==> src/rtl/flag_file_pkg.sv <==
// flag_file_pkg
// Shared definitions for the multi-context condition-flag file:
//   - cond_e        : 3-bit branch condition codes (the cond_code.h set,
//                     extended with NOT_EQUAL, LESS_OR_EQUAL, OVERFLOW, CARRY)
//   - FLAG_*        : bit positions of c/z/v/n inside a 4-bit flag vector
//   - COND_HI/LO    : location of the condition field in a branch instruction
//   - ctxWidth()    : context index width, never narrower than one bit
package flag_file_pkg;

  typedef enum logic [2:0] {
    COND_EQUAL            = 3'd0,
    COND_NOT_EQUAL        = 3'd1,
    COND_GREATER          = 3'd2,
    COND_LESS             = 3'd3,
    COND_GREATER_OR_EQUAL = 3'd4,
    COND_LESS_OR_EQUAL    = 3'd5,
    COND_OVERFLOW         = 3'd6,
    COND_CARRY            = 3'd7
  } cond_e;

  // Flag vector layout is {c, z, v, n}, MSB first
  localparam int FLAG_C = 3;
  localparam int FLAG_Z = 2;
  localparam int FLAG_V = 1;
  localparam int FLAG_N = 0;

  localparam int COND_HI = 10;
  localparam int COND_LO = 8;

  // A single context still needs a one-bit index so ports never collapse
  function automatic int ctxWidth(input int numCtx);
    return (numCtx > 1) ? $clog2(numCtx) : 1;
  endfunction

endpackage

==> src/rtl/flag_file_if.sv <==
// flag_file_if
// Bundles the issue, ALU-writeback and branch-evaluation signals of the
// flag file.
//   master : decode/issue + ALU side (drives requests, reads results)
//   slave  : the flag file itself
// Parameter CTX_W must match the context width of the attached flag_file.
interface flag_file_if #(parameter int CTX_W = 2) ();

  logic             issue_valid;
  logic [CTX_W-1:0] issue_ctx;
  logic             issue_ready;

  logic             alu_valid;
  logic [CTX_W-1:0] alu_ctx;
  logic             alu_z;
  logic             alu_v;
  logic             alu_n;
  logic             alu_c;

  logic             br_valid;
  logic [CTX_W-1:0] br_ctx;
  logic [15:0]      br_instr;
  logic             br_stall;
  logic             br_resp_valid;
  logic             br_taken;

  logic             flag_err;

  modport master (
    output issue_valid, issue_ctx,
    output alu_valid, alu_ctx, alu_z, alu_v, alu_n, alu_c,
    output br_valid, br_ctx, br_instr,
    input  issue_ready, br_stall, br_resp_valid, br_taken, flag_err
  );

  modport slave (
    input  issue_valid, issue_ctx,
    input  alu_valid, alu_ctx, alu_z, alu_v, alu_n, alu_c,
    input  br_valid, br_ctx, br_instr,
    output issue_ready, br_stall, br_resp_valid, br_taken, flag_err
  );

endinterface

==> src/rtl/flag_file_cond_eval.sv <==
// cond_eval
// Purely combinational branch-condition evaluator.
//   flags_i : {c, z, v, n} flag vector
//   cond_i  : 3-bit condition code
//   taken_o : 1 when the condition holds for the given flags
module cond_eval
  import flag_file_pkg::*;
(
  input  logic [3:0] flags_i,
  input  cond_e      cond_i,
  output logic       taken_o
);

  logic c, z, v, n;

  assign c = flags_i[FLAG_C];
  assign z = flags_i[FLAG_Z];
  assign v = flags_i[FLAG_V];
  assign n = flags_i[FLAG_N];

  // Signed comparisons use n^v as "less than", following the usual
  // subtract-and-compare flag semantics
  always_comb begin
    taken_o = 1'b0;
    case (cond_i)
      COND_EQUAL:            taken_o = z;
      COND_NOT_EQUAL:        taken_o = ~z;
      COND_GREATER:          taken_o = ~z & (n == v);
      COND_LESS:             taken_o = n ^ v;
      COND_GREATER_OR_EQUAL: taken_o = (n == v);
      COND_LESS_OR_EQUAL:    taken_o = z | (n ^ v);
      COND_OVERFLOW:         taken_o = v;
      COND_CARRY:            taken_o = c;
      default:               taken_o = 1'b0;
    endcase
  end

endmodule

==> src/rtl/flag_file.sv <==
// flag_file
// Multi-context condition-flag file with branch evaluation and flag-hazard
// tracking. Each context holds {c, z, v, n} written by ALU writeback and a
// pending counter of flag-setters issued but not yet written back. Branches
// stall while their context has pending writes.
//   clk, rst : clock, asynchronous active-high reset
//   bus      : flag_file_if slave modport (issue, ALU write, branch, error)
// Optional build macro FLAG_FILE_FWD_EN: a branch whose context has exactly
// one pending write, with that write arriving this cycle, is evaluated on
// the forwarded ALU flags instead of stalling.
module flag_file
  import flag_file_pkg::*;
#(
  parameter int NUM_CTX = 4,
  parameter int PEND_W  = 2
) (
  input logic     clk,
  input logic     rst,
  flag_file_if.slave bus
);

  localparam int CTX_W = ctxWidth(NUM_CTX);
  localparam logic [PEND_W-1:0] PEND_MAX = '1;
  localparam logic [PEND_W-1:0] PEND_ONE = PEND_W'(1);

  logic [PEND_W-1:0] pend_q  [NUM_CTX];
  logic [PEND_W-1:0] pend_d  [NUM_CTX];
  logic [3:0]        flags_q [NUM_CTX];
  logic [3:0]        flags_d [NUM_CTX];
  logic              respValid_q, respValid_d;
  logic              taken_q, taken_d;
  logic              err_q, err_d;

  logic [PEND_W-1:0] issuePend, aluPend, brPend;
  logic [3:0]        brFlags, aluFlags, evalFlags;
  logic              issueAcc, brStall, brAccept, condTaken;
  logic [2:0]        condField;

  // Pick out the state of the contexts addressed by each port
  always_comb begin
    issuePend = '0;
    aluPend   = '0;
    brPend    = '0;
    brFlags   = '0;
    for (int i = 0; i < NUM_CTX; i++) begin
      if (bus.issue_ctx == CTX_W'(i)) issuePend = pend_q[i];
      if (bus.alu_ctx == CTX_W'(i)) aluPend = pend_q[i];
      if (bus.br_ctx == CTX_W'(i)) begin
        brPend  = pend_q[i];
        brFlags = flags_q[i];
      end
    end
  end

  always_comb begin
    aluFlags         = '0;
    aluFlags[FLAG_C] = bus.alu_c;
    aluFlags[FLAG_Z] = bus.alu_z;
    aluFlags[FLAG_V] = bus.alu_v;
    aluFlags[FLAG_N] = bus.alu_n;
  end

  // issue_ready is held low during reset so it only rises once reset lifts
  assign bus.issue_ready = ~rst & (issuePend != PEND_MAX);
  assign issueAcc        = bus.issue_valid & bus.issue_ready;

  // Stall decision; with forwarding, the last outstanding write landing this
  // cycle resolves the hazard and its flags feed the evaluator directly
  always_comb begin
    brStall   = bus.br_valid & (brPend != '0);
    evalFlags = brFlags;
`ifdef FLAG_FILE_FWD_EN
    if (bus.alu_valid && (bus.alu_ctx == bus.br_ctx) && (brPend == PEND_ONE)) begin
      brStall   = 1'b0;
      evalFlags = aluFlags;
    end
`endif
  end

  assign bus.br_stall = brStall;
  assign brAccept     = bus.br_valid & ~brStall;
  assign condField    = bus.br_instr[COND_HI:COND_LO];

  cond_eval u_cond_eval (
    .flags_i (evalFlags),
    .cond_i  (cond_e'(condField)),
    .taken_o (condTaken)
  );

  // Counter and flag updates. A matching issue and writeback cancel out; a
  // writeback with nothing pending still writes flags but cannot underflow.
  always_comb begin
    pend_d  = pend_q;
    flags_d = flags_q;
    for (int i = 0; i < NUM_CTX; i++) begin
      if (issueAcc && (bus.issue_ctx == CTX_W'(i)) &&
          !(bus.alu_valid && (bus.alu_ctx == CTX_W'(i)))) begin
        pend_d[i] = pend_q[i] + PEND_ONE;
      end else if (bus.alu_valid && (bus.alu_ctx == CTX_W'(i)) &&
                   !(issueAcc && (bus.issue_ctx == CTX_W'(i))) &&
                   (pend_q[i] != '0)) begin
        pend_d[i] = pend_q[i] - PEND_ONE;
      end
      if (bus.alu_valid && (bus.alu_ctx == CTX_W'(i))) flags_d[i] = aluFlags;
    end
  end

  // Branch response and sticky error next-state; br_taken keeps its last
  // value when no branch is accepted
  always_comb begin
    respValid_d = brAccept;
    taken_d     = brAccept ? condTaken : taken_q;
    err_d       = err_q | (bus.alu_valid & (aluPend == '0));
  end

  // State registers, all cleared asynchronously
  always_ff @(posedge clk or posedge rst) begin
    if (rst) begin
      for (int i = 0; i < NUM_CTX; i++) begin
        pend_q[i]  <= '0;
        flags_q[i] <= '0;
      end
      respValid_q <= 1'b0;
      taken_q     <= 1'b0;
      err_q       <= 1'b0;
    end else begin
      pend_q      <= pend_d;
      flags_q     <= flags_d;
      respValid_q <= respValid_d;
      taken_q     <= taken_d;
      err_q       <= err_d;
    end
  end

  assign bus.br_resp_valid = respValid_q;
  assign bus.br_taken      = taken_q;
  assign bus.flag_err      = err_q;

endmodule

==> src/flat_wrapper.sv <==
// flat-port wrapper written by rule: the top's interface ports become plain ports
module flag_file_flat import flag_file_pkg::*;
#(
  parameter int NUM_CTX = 4,
  parameter int PEND_W  = 2
)
  (clk, rst, bus_issue_valid, bus_issue_ctx, bus_alu_valid, bus_alu_ctx, bus_alu_z, bus_alu_v, bus_alu_n, bus_alu_c, bus_br_valid, bus_br_ctx, bus_br_instr, bus_issue_ready, bus_br_stall, bus_br_resp_valid, bus_br_taken, bus_flag_err);
  flag_file_if #(.CTX_W(2)) bus_i ();
  input logic clk;
  input logic rst;
  input wire logic [$bits(bus_i.issue_valid)-1:0] bus_issue_valid;
  input wire logic [$bits(bus_i.issue_ctx)-1:0] bus_issue_ctx;
  input wire logic [$bits(bus_i.alu_valid)-1:0] bus_alu_valid;
  input wire logic [$bits(bus_i.alu_ctx)-1:0] bus_alu_ctx;
  input wire logic [$bits(bus_i.alu_z)-1:0] bus_alu_z;
  input wire logic [$bits(bus_i.alu_v)-1:0] bus_alu_v;
  input wire logic [$bits(bus_i.alu_n)-1:0] bus_alu_n;
  input wire logic [$bits(bus_i.alu_c)-1:0] bus_alu_c;
  input wire logic [$bits(bus_i.br_valid)-1:0] bus_br_valid;
  input wire logic [$bits(bus_i.br_ctx)-1:0] bus_br_ctx;
  input wire logic [$bits(bus_i.br_instr)-1:0] bus_br_instr;
  output wire logic [$bits(bus_i.issue_ready)-1:0] bus_issue_ready;
  output wire logic [$bits(bus_i.br_stall)-1:0] bus_br_stall;
  output wire logic [$bits(bus_i.br_resp_valid)-1:0] bus_br_resp_valid;
  output wire logic [$bits(bus_i.br_taken)-1:0] bus_br_taken;
  output wire logic [$bits(bus_i.flag_err)-1:0] bus_flag_err;
  assign bus_i.issue_valid = bus_issue_valid;
  assign bus_i.issue_ctx = bus_issue_ctx;
  assign bus_i.alu_valid = bus_alu_valid;
  assign bus_i.alu_ctx = bus_alu_ctx;
  assign bus_i.alu_z = bus_alu_z;
  assign bus_i.alu_v = bus_alu_v;
  assign bus_i.alu_n = bus_alu_n;
  assign bus_i.alu_c = bus_alu_c;
  assign bus_i.br_valid = bus_br_valid;
  assign bus_i.br_ctx = bus_br_ctx;
  assign bus_i.br_instr = bus_br_instr;
  assign bus_issue_ready = bus_i.issue_ready;
  assign bus_br_stall = bus_i.br_stall;
  assign bus_br_resp_valid = bus_i.br_resp_valid;
  assign bus_br_taken = bus_i.br_taken;
  assign bus_flag_err = bus_i.flag_err;
  flag_file #(.NUM_CTX(NUM_CTX), .PEND_W(PEND_W)) u_core (.clk(clk), .rst(rst), .bus(bus_i));
endmodule
==> config.mk <==
export PLATFORM = sky130hd
export DESIGN_NAME = flag_file_flat
export DESIGN_NICKNAME = d
export VERILOG_FILES = /design/src/rtl/flag_file_pkg.sv /design/src/rtl/flag_file_if.sv /design/src/rtl/flag_file_cond_eval.sv /design/src/rtl/flag_file.sv /design/src/flat_wrapper.sv
export SDC_FILE = /design/constraint.sdc
export NUM_CORES = 1
export LEC_CHECK = 0
export ABC_AREA = 1
export CAP_MARGIN = 20
export CORE_ASPECT_RATIO = 1.1
export CORE_UTILIZATION = 35
export CTS_BUF_LIST = sky130_fd_sc_hd__clkbuf_16
export DETAILED_ROUTE_END_ITERATION = 16
export MAX_ROUTING_LAYER = met4
export SETUP_SLACK_MARGIN = 0.1
export SYNTH_ARGS = -nofsm -noshare
export SYNTH_HDL_FRONTEND = slang
export SYNTH_SLANG_ARGS = --single-unit
==> constraint.sdc <==
create_clock -name clk -period 1.6 [get_ports clk]
set_input_delay 0.24 -clock clk [delete_from_list [all_inputs] [get_ports clk]]
set_output_delay 0.24 -clock clk [all_outputs]
set_load 0.03 [all_outputs]
==> results of run 1 <==
through the flow:
stage               hold slack [ns]  setup TNS, ns  total power [W]
floorplan                     0.293              0          0.00141
global placement              0.459          -3.58          0.00173
finish                        0.437         -0.125          0.00261
detailed placement            0.458          -3.70          0.00174
global route                  0.485         -0.803          0.00279
CTS                           0.446        -0.0188          0.00251
kinds of logic after synthesis:
logic type             after synthesis
DFF                                 27
AOI/OAI and AO/OA                   35
and+or+nand+nor                    137
buffers and inverters               37
routing by layer:
layer / share of wire [%] / vias to the layer above / track usage [%] / wire length, um
met2: 51 / 31 / 32.1 / 2140
met3: 3.4 / 6 / 2.19 / 142
met5: 0 / - / - / 0
met1: 44 / 785 / 23.3 / 1860
li1: - / 874 / - / -
met4: 1.4 / 0 / 5.67 / 57
worst paths after layout:
path	start	end	slack (ns)	depth (start not counted)
min	rst	u_core.pend_q[4]	0.44	3
max in group asynchronous	rst	u_core.flags_q[1]	0.90	3
max reg2reg	u_core.pend_q[7]	u_core.pend_q[5]	-0.04	11
max	u_core.pend_q[7]	u_core.pend_q[5]	-0.04	11
min reg2reg	u_core.bus.br_taken	u_core.bus.br_taken	0.48	2
min in group clk	u_core.bus.br_taken	u_core.bus.br_taken	0.48	2
synth_stat cells, drive strengths merged:
| master | count |
|---|---|
| o31ai | 1 |
| o221ai | 1 |
| o21ai | 24 |
| a21oi | 8 |
| nor3 | 4 |
| nor2 | 27 |
| nand3b | 1 |
| nand3 | 25 |
| inv | 36 |
| buf | 1 |
| o21bai | 1 |
| dfrtp | 27 |
| nand2 | 80 |
power by group through the flow:
stage	combinational (W)	clock [W]	sequential [W]
finish	0.00107	0.000562	0.000973
global route	0.00120	0.000603	0.000996
CTS	0.000971	0.000574	0.000965
detailed placement	0.000761	0	0.000976
global placement	0.000755	0	0.000973
floorplan	0.000429	0	0.000983
cell type report:
class,count,area (sq um),share of cell area (%)
Multi-Input combinational cell,172,913,38.3
Clock buffer,3,75.1,3.15
Sequential cell,27,676,28.3
Inverter,36,135,5.66
Timing Repair Buffer,61,515,21.6
Clock inverter,1,3.75,0.157
Tap cell,54,67.6,2.83
registers in the layout, summed over array words and instances, names as in the netlist:
signal                    count
u_core.flags_q               16
u_core.pend_q                 8
u_core.bus.br_resp_valid      1
u_core.bus.br_taken           1
u_core.bus.flag_err           1
worst max-delay path: cells and delay by family, from the launching register on:
family                 cells  cell delay (ns)
AOI/OAI and AO/OA          2             0.30
buffers and inverters      2             0.26
DFF                        1             0.40
and+or+nand+nor            7             0.60
timing repair:
action / 4_1_cts / 5_1_grt
resized for setup: 19 / 36
pin swaps: 5 / 15
setup buffers: 8 / 4
setup endpoints to repair: 14 / 13
==> results by group, run 1 <==
Detailed routing
  • Routed length per instance: 11.8 um
  • Vias per inst: 4.79
  • Pre-antenna DRT Iters: 4
  • DRC: 0
  • Post-DRT Antenna Nets: 0
  • Initial DRC count: 72
  • Detailed Route WL: 4.19 mm
  • Via count: 1696

Clocking
  • Total clock sinks: 27
  • CTS tree: done
  • Root buffer cell: clkbuf_16
  • Clock-pin slew on the worst setup and hold paths: 0.07 ns
  • Latest clock arrival within the worst-skew pair: 0.26 ns
  • Bufs on Longest Clock Path: 2
  • CTS hold repair buffers: 0
  • H-tree depth: 1
  • Number of buffers created by CTS: 3

Worst setup path
  • Data arrival, critical path: 1.83 ns
  • Top cell by count, worst path: nand3_4
  • Crit path largest cell delay: 0.40 ns
  • Crit Path Class: reg -> reg
  • CP cell instances: buf_6, nand3_4, nand3_4, a21oi_4, nand2_4, nor2_4, buf_4, nand3_4, nor2_2, nor2_1, a21oi_1
  • Critical path fanouts, max: 3
  • Critical Path Start Type: flip-flop
  • Crit path required time: 1.79 ns
  • Slowest CP cell: dfrtp_1
  • Crit. End Element: flip-flop

Synth
  • Post-synthesis net count: 267
  • XOR/XNOR Fraction of Synth Area: 0%
  • Mapped Cells: 236
  • Mean Syn Cell Area: 6.72 sq um
  • Area leader, netlist: dfrtp_1
  • Post-synthesis mux area share: 0%
  • Largest family of logic cells by synthesized area: simple AND/OR/NAND/NOR gates
  • Synth top area share: 42.6%
  • YS warnings: 0
  • Sequential element share of the synthesized area: 42.6%
  • Synth Area in Compound Gates: 11.8%
  • Synthesized flop and latch total: 27
  • Largest cells by area after synthesis: dfrtp_1, nand2_1, inv_1
  • Synth cell types: 21
  • Adder-Cell Fraction of Synth Area: 0%
  • Synthesized area: 0.00159 sq mm
  • Simple logic cell fraction of the synthesized area: 36.7%

Floorplan
  • Die Wd: 66.2 um
  • Initial Util: 36.7%
  • Core ar.: 0.00432 sq mm
  • Die area: 0.00480 sq mm
  • Boundary Pins: 36
  • Row count: 25
  • Die Y: 72.6 um

Timing
  • Fin crit period: 1.64 ns
  • Final Hold Fails: 0
  • Final count of negative-setup-slack endpoints: 4
  • RSZ-0062 raised after global routing: yes
  • Least-Margin Pin Slew: 0.374 ns
  • Max Freq: 0.608 GHz
  • Clock Skew: 0.00136 ns
  • Setup ws final: -0.0446 ns
  • Final period utilization: 103%
  • Slew HR: 74.8%
  • Fin. max-slew vios: 0

Placed design
  • # placed instances: 340
  • Area post-placement: 0.00210 sq mm
  • Dpl hpwl: 2.94 mm
  • Final Wtd Congestion: 0.857
  • Setup WS pre-CTS: -0.379 ns
  • PortBufs: 22

Run status
  • Failing checks: negative setup slack
  • Status: finished, violations left

Power
  • Comb pwr share: 41.1%
  • Leak Pwr: 1.23 nW
  • Design internal power: 0.00169 W
  • Pwr dens: 1090 mW/mm^2
  • Flop pwr share: 37.3%
  • Clock Power Share: 21.6%
  • Sw frac: 35.3%
  • Psw: 0.000921 W
  • Max VDD drop: 687 uV

Finish
  • Share of cells above drive strength 1: 27.7%
  • Final Non-Filler Cells: 354
  • ANT cells: 0
  • Core Util, Final: 55.3%
  • Layout net count: 332
  • Area Overhead vs Synth: 50.5%
  • Most frequent cells in the layout: nand2_1, buf_4, inv_1
  • Fillcell total: 415
  • Cell area after layout: 0.00239 sq mm
  • Commonest non-fill, non-tap cell in the layout: nand2_1

Worst hold path
  • HP Class: in -> async

Global routing
  • GRT overflow: 0
  • Number of global-route vias before repair: 1579
  • Initial antenna violation count: 0
  • GRT Resource Usage Total: 18.8%
  • First-pass GRT wire length: 6.78 mm
  • Largest net degree at the start of global routing: 28

Run
  • Max cap viols: 0
(Power assumes the default switching activity.)
==> inputs of run 2 (changes only) <==
CORE_MARGIN = 2   (was not set)
CTS_CLUSTER_DIAMETER = 100   (was not set)
GPL_TIMING_DRIVEN = 0   (was not set)
==> run 2 against run 1 <==
Against the previous run:
- the run still ends with negative setup slack left
- hold slack got worse by 0.018 ns
- sequential share of layout area rose by 1.9 points
- clock skew rose by 0.0042 ns
- global-route usage fell by 1.4 points
- final cell count fell by 6.8%
- combinational power fell by 7%
- clock-buffer cell count did not move
- power fell by 2.3%
- first-iteration DRC count fell by 2.8%
- final area fell by 6.1%
- fmax fell by 0.24%
- routed wire length fell by 4.5%
- largest cell class unchanged
==> results by group, run 2 (synthesis gave the netlist of run 1 again) <==
Finish
  • Area Overhead vs Synth: 41.3%
  • Layout net count: 308
  • Storage element area: 676 sq um
  • Share of cells above drive strength 1: 24.3%
  • Final Non-Filler Cells: 330
  • Fillcell total: 439
  • ANT cells: 0
  • Multi-input combinational cell area: 927 sq um
  • Top flop regs: u_core.flags_q (16), u_core.pend_q (8)
  • Biggest register: u_core.flags_q
  • Most frequent cells in the layout: nand2_1, inv_1, dfrtp_1
  • Commonest non-fill, non-tap cell in the layout: nand2_1
  • Largest register FFs: 16
  • Cell area after layout: 0.00224 sq mm

Clocking
  • CTS hold repair buffers: 0
  • Total clock sinks: 27
  • CTS tree: done
  • Latest clock arrival within the worst-skew pair: 0.26 ns
  • Clock-pin slew on the worst setup and hold paths: 0.07 ns
  • H-tree depth: 1
  • Bufs on Longest Clock Path: 2
  • Number of buffers created by CTS: 3
  • Root buffer cell: clkbuf_16

Global routing
  • GRT overflow: 0
  • Largest net degree at the start of global routing: 28
  • First-pass GRT wire length: 6.60 mm
  • Initial antenna violation count: 0
  • GRT Resource Usage Total: 17.5%
  • Number of global-route vias before repair: 1569

Timing
  • Clock Skew: 0.00554 ns
  • Slew HR: 62.9%
  • Final setup TNS: -0.134 ns
  • Least-Margin Pin Slew: 0.556 ns
  • Final count of negative-setup-slack endpoints: 4
  • Setup ws final: -0.0486 ns
  • Final Hold Fails: 0
  • Fin. max-slew vios: 0
  • Max Freq: 0.607 GHz
  • Fin crit period: 1.65 ns
  • Final period utilization: 103%
  • RSZ-0062 raised after global routing: yes

Floorplan
  • Die Wd: 68.2 um
  • Die area: 0.00508 sq mm
  • Initial Util: 36.7%
  • Boundary Pins: 36
  • Core ar.: 0.00432 sq mm
  • Row count: 25
  • Die Y: 74.6 um

Worst setup path
  • Setup crit end: bus_br_stall
  • Reg2reg start: u_core.pend_q[6]
  • Critical path fanouts, max: 2
  • Crit Path Class: reg -> out
  • R2R Setup Slk: -0.04 ns
  • CP cell instances: nor2_2, inv_2, nand2_2, o221ai_2, a21oi_2, nor2_1, buf_4
  • Data arrival, critical path: 1.41 ns
  • Critical Path Source: u_core.pend_q[6]
  • R2R Path End: u_core.pend_q[4]
  • Crit path required time: 1.36 ns
  • Crit. End Element: primary output
  • Slowest CP cell: dfrtp_1
  • Worst Reg-to-Reg Cells: 13
  • Critical Path Start Type: flip-flop
  • Crit path largest cell delay: 0.40 ns

Power
  • Design internal power: 0.00165 W
  • Sw frac: 35.3%
  • Clock Power Share: 22.7%
  • Flop pwr share: 38.3%
  • Psw: 0.000900 W
  • Comb pwr share: 39.1%
  • Max VDD drop: 559 uV
  • Leak Pwr: 1.12 nW
  • Pwr dens: 1140 mW/mm^2

Placed design
  • Final Wtd Congestion: 0.827
  • PortBufs: 21
  • Area post-placement: 0.00188 sq mm
  • # placed instances: 311
  • Dpl hpwl: 2.80 mm
  • Setup WS pre-CTS: -0.723 ns

Detailed routing
  • DRC: 0
  • Via count: 1578
  • Routed length per instance: 12.1 um
  • Initial DRC count: 70
  • Detailed Route WL: 4.01 mm
  • Post-DRT Antenna Nets: 0
  • Pre-antenna DRT Iters: 7
  • Vias per inst: 4.78

Run status
  • Status: finished, violations left
  • Failing checks: negative setup slack

Worst hold path
  • HP Class: in -> async

Run
  • Max cap viols: 0
==> run 2: cell types whose count changed in the layout (fill, tap and decap cells not counted), moves of 2 or more <==
cell,before,now
nor2_1,20,16
buf_4,36,12
nand3_4,3,0
buf_6,5,3
clkdlybuf4s50_1,14,12
nor2_4,2,6
nand3_2,6,10
nand2_1,72,70
nand2_2,6,9
==> run 2: layer usage <==
layer / GRT usage (%) / share of wire, % / vias to the layer above
li1: - / - / 824
met4: 5.11 / 0.57 / 0
met3: 2.27 / 2.5 / 2
met5: - / 0 / -
met1: 21.6 / 47 / 732
met2: 29.6 / 50 / 20
==> run 2: critical path, delay by kind of cell, from the launching register on <==
kind                   cells  cell delay [ns]
buffers and inverters      2             0.22
AOI/OAI and AO/OA          2             0.26
DFF                        1             0.40
and+or+nand+nor            3             0.26
==> run 2: area by class of cell <==
class / instances / area share, %
multi-input cells: 172 / 41.4
flip-flops and latches: 27 / 30.2
repair buffers: 36 / 15.6
inverters: 36 / 6.03
clock buffers: 3 / 3.35
well taps: 54 / 3.02
clock inverters: 1 / 0.223
plain buffers: 1 / 0.223
==> run 2: how the worst min path moves through the flow <==
stage / depth (start not counted) / slack (ns) / end
CTS: 2 / 0.48 / u_core.flags_q[6]
floorplan: 1 / 0.29 / u_core.bus.br_resp_valid
global placement: 2 / 0.45 / u_core.flags_q[2]
finish: 2 / 0.42 / u_core.flags_q[11]
global route: 4 / 0.45 / u_core.pend_q[4]
detailed placement: 2 / 0.46 / u_core.flags_q[6]
==> run 2: stage by stage <==
stage / utilization [%] / hold slack, ns / power, W
2_1_floorplan: - / 0.293 / 0.00141
3_3_place_gp: 43.6 / 0.454 / 0.00163
3_5_place_dp: 43.6 / 0.457 / 0.00164
4_1_cts: 49.3 / 0.475 / 0.00246
5_1_grt: 51.9 / 0.448 / 0.00271
6_report: 51.9 / 0.419 / 0.00255
==> run 2: power by group through the flow <==
| stage | combinational [W] | clock [W] | sequential (W) |
|---|---|---|---|
| 2_1_floorplan | 0.000429 | 0 | 0.000983 |
| 3_3_place_gp | 0.000659 | 0 | 0.000969 |
| 3_5_place_dp | 0.000665 | 0 | 0.000974 |
| 4_1_cts | 0.000897 | 0.000595 | 0.000966 |
| 5_1_grt | 0.00110 | 0.000619 | 0.000991 |
| 6_report | 0.000995 | 0.000578 | 0.000975 |
==> run 2: what timing repair did <==
action                                  in CTS  in global routing
resized for setup                           40                 34
buffers inserted                            11                  3
pin swaps                                    6                 18
endpoints found under the setup margin      19                 12
==> inputs of run 3 (changes only) <==
CAP_MARGIN = not set   (was 20)
==> run 3 against run 2 <==
Against the previous run:
- the run still ends with negative setup slack left
- power decreased by 1.1%
- routed wire length decreased by 2.0%
- die area did not move
- clock skew is 0.00057 ns higher
- critical endpoint unchanged
- largest cell class unchanged
- largest power group is now registers
==> results by group, run 3 (synthesis gave the netlist of run 1 again) <==
Worst hold path
  • Worst hold endpoint: u_core.pend_q[4]
  • HP Class: in -> reg
  • Hold path start: bus_issue_ctx[0]
  • Worst hold stages: 4

Global routing
  • First-pass GRT wire length: 6.60 mm
  • Met1 Use GR: 21.6%
  • Initial antenna violation count: 0
  • Number of global-route vias before repair: 1569
  • Met3 Use GR: 2.27%
  • Met2 usage: 29.6%
  • GRT overflow: 0
  • GRT Resource Usage Total: 17.5%
  • Largest net degree at the start of global routing: 28
  • GR peak layer: met2

Timing
  • Fin crit period: 1.65 ns
  • Final Hold Fails: 0
  • Slew HR: 28.7%
  • Fin. max-slew vios: 0
  • Setup ws final: -0.0482 ns
  • Final period utilization: 103%
  • Clock Skew: 0.00611 ns
  • Max Freq: 0.607 GHz
  • Final setup TNS: -0.108 ns
  • RSZ-0062 raised after global routing: yes
  • Least-Margin Pin Slew: 1.07 ns
  • Final count of negative-setup-slack endpoints: 3

Finish
  • Final Non-Filler Cells: 328
  • Cell area after layout: 0.00219 sq mm
  • ANT cells: 0
  • Core Util, Final: 50.7%
  • Layout net count: 306
  • Most frequent cells in the layout: nand2_1, inv_1, dfrtp_1
  • Top flop regs: u_core.flags_q (16), u_core.pend_q (8)
  • Largest register FFs: 16
  • Biggest register: u_core.flags_q
  • Commonest non-fill, non-tap cell in the layout: nand2_1
  • Area Overhead vs Synth: 38.0%
  • Share of cells above drive strength 1: 21.5%

Clocking
  • Bufs on Longest Clock Path: 2
  • Root buffer cell: clkbuf_16
  • CTS tree: done
  • Total clock sinks: 27
  • Number of buffers created by CTS: 3
  • Clock-pin slew on the worst setup and hold paths: 0.07 ns
  • Latest clock arrival within the worst-skew pair: 0.26 ns
  • H-tree depth: 1

Detailed routing
  • Pre-antenna DRT Iters: 4
  • Initial DRC count: 74
  • DRC: 0
  • Post-DRT Antenna Nets: 0
  • Via count: 1585
  • Routed length per instance: 12.0 um
  • Vias per inst: 4.83
  • Detailed Route WL: 3.92 mm

Floorplan
  • Initial Util: 36.7%
  • Row count: 25
  • Boundary Pins: 36
  • Die Wd: 68.2 um
  • Die area: 0.00508 sq mm
  • Die Y: 74.6 um
  • Core ar.: 0.00432 sq mm

Run status
  • Status: finished, violations left
  • Failing checks: negative setup slack

Placed design
  • Area post-placement: 0.00188 sq mm
  • Final Wtd Congestion: 0.827
  • Dpl hpwl: 2.80 mm
  • PortBufs: 21
  • Setup WS pre-CTS: -0.723 ns
  • # placed instances: 311

Power
  • Pwr dens: 1150 mW/mm^2
  • Max VDD drop: 561 uV
  • Leak Pwr: 1.10 nW

Run
  • Max cap viols: 0

Worst setup path
  • Critical Path Start Type: flip-flop
  • Worst Reg-to-Reg Cells: 13
  • R2R Path End: u_core.pend_q[4]
  • R2R Setup Slk: -0.03 ns
  • Crit path required time: 1.36 ns
  • Crit Path Class: reg -> out
  • Critical path fanouts, max: 2
  • Reg2reg start: u_core.pend_q[6]
  • Crit. End Element: primary output
  • Data arrival, critical path: 1.41 ns
[run 3: critical path, cell delays in order (launching register included)]
cell and delay [ns]:
dfrtp_1 0.40, nor2_2 0.15, inv_2 0.06, nand2_2 0.06, o221ai_2 0.10, a21oi_2 0.16
nor2_1 0.05, buf_4 0.16
[run 3: how the worst max path moves through the flow]
stage          depth (start not counted)        startpoint                to  slack, ns
2_1_floorplan                         12  u_core.pend_q[4]  u_core.pend_q[4]       0.05
3_3_place_gp                           6  bus_issue_ctx[0]   bus_issue_ready      -0.72
3_5_place_dp                           7     bus_br_ctx[0]      bus_br_stall      -0.72
4_1_cts                                7  u_core.pend_q[7]      bus_br_stall      -0.02
5_1_grt                                7  u_core.pend_q[6]      bus_br_stall      -0.13
6_report                               7  u_core.pend_q[6]      bus_br_stall      -0.05
[run 3: layout make-up]
| type | instances | area (sq um) |
|---|---|---|
| clock buffers | 3 | 75.1 |
| plain buffers | 1 | 5.00 |
| flip-flops and latches | 27 | 676 |
| clock inverters | 1 | 5.00 |
| fillers | 448 | 2130 |
| multi-input cells | 172 | 911 |
| well taps | 54 | 67.6 |
| inverters | 36 | 135 |
| repair buffers | 34 | 314 |
[run 3: metrics by stage]
step	total power, W	hold slack, ns
5_1_grt	0.00269	0.448
4_1_cts	0.00246	0.475
2_1_floorplan	0.00141	0.293
3_3_place_gp	0.00163	0.454
6_report	0.00252	0.424
3_5_place_dp	0.00164	0.457
[run 3: timing repair]
action | in CTS | in global routing
setup buffers | 11 | 2
hold buffers | 0 | 0
cloned | 0 | 0
setup endpoints to repair | 19 | 12
pin swaps | 6 | 6
gates resized for setup | 40 | 26
[run 3: layer usage]
layer	routed length (um)	share of wire [%]	up-vias
li1	-	-	821
met4	29	0.74	0
met5	0	0	-
met2	1990	51	30
met1	1800	46	730
met3	109	2.8	4
[run 3: where the power goes]
part	switching (W)	internal, W	total [W]	leakage (nW)
sequential	0.000127	0.000845	0.000973	0.335
clock	0.000242	0.000338	0.000580	0.0409
combinational	0.000519	0.000448	0.000967	0.726
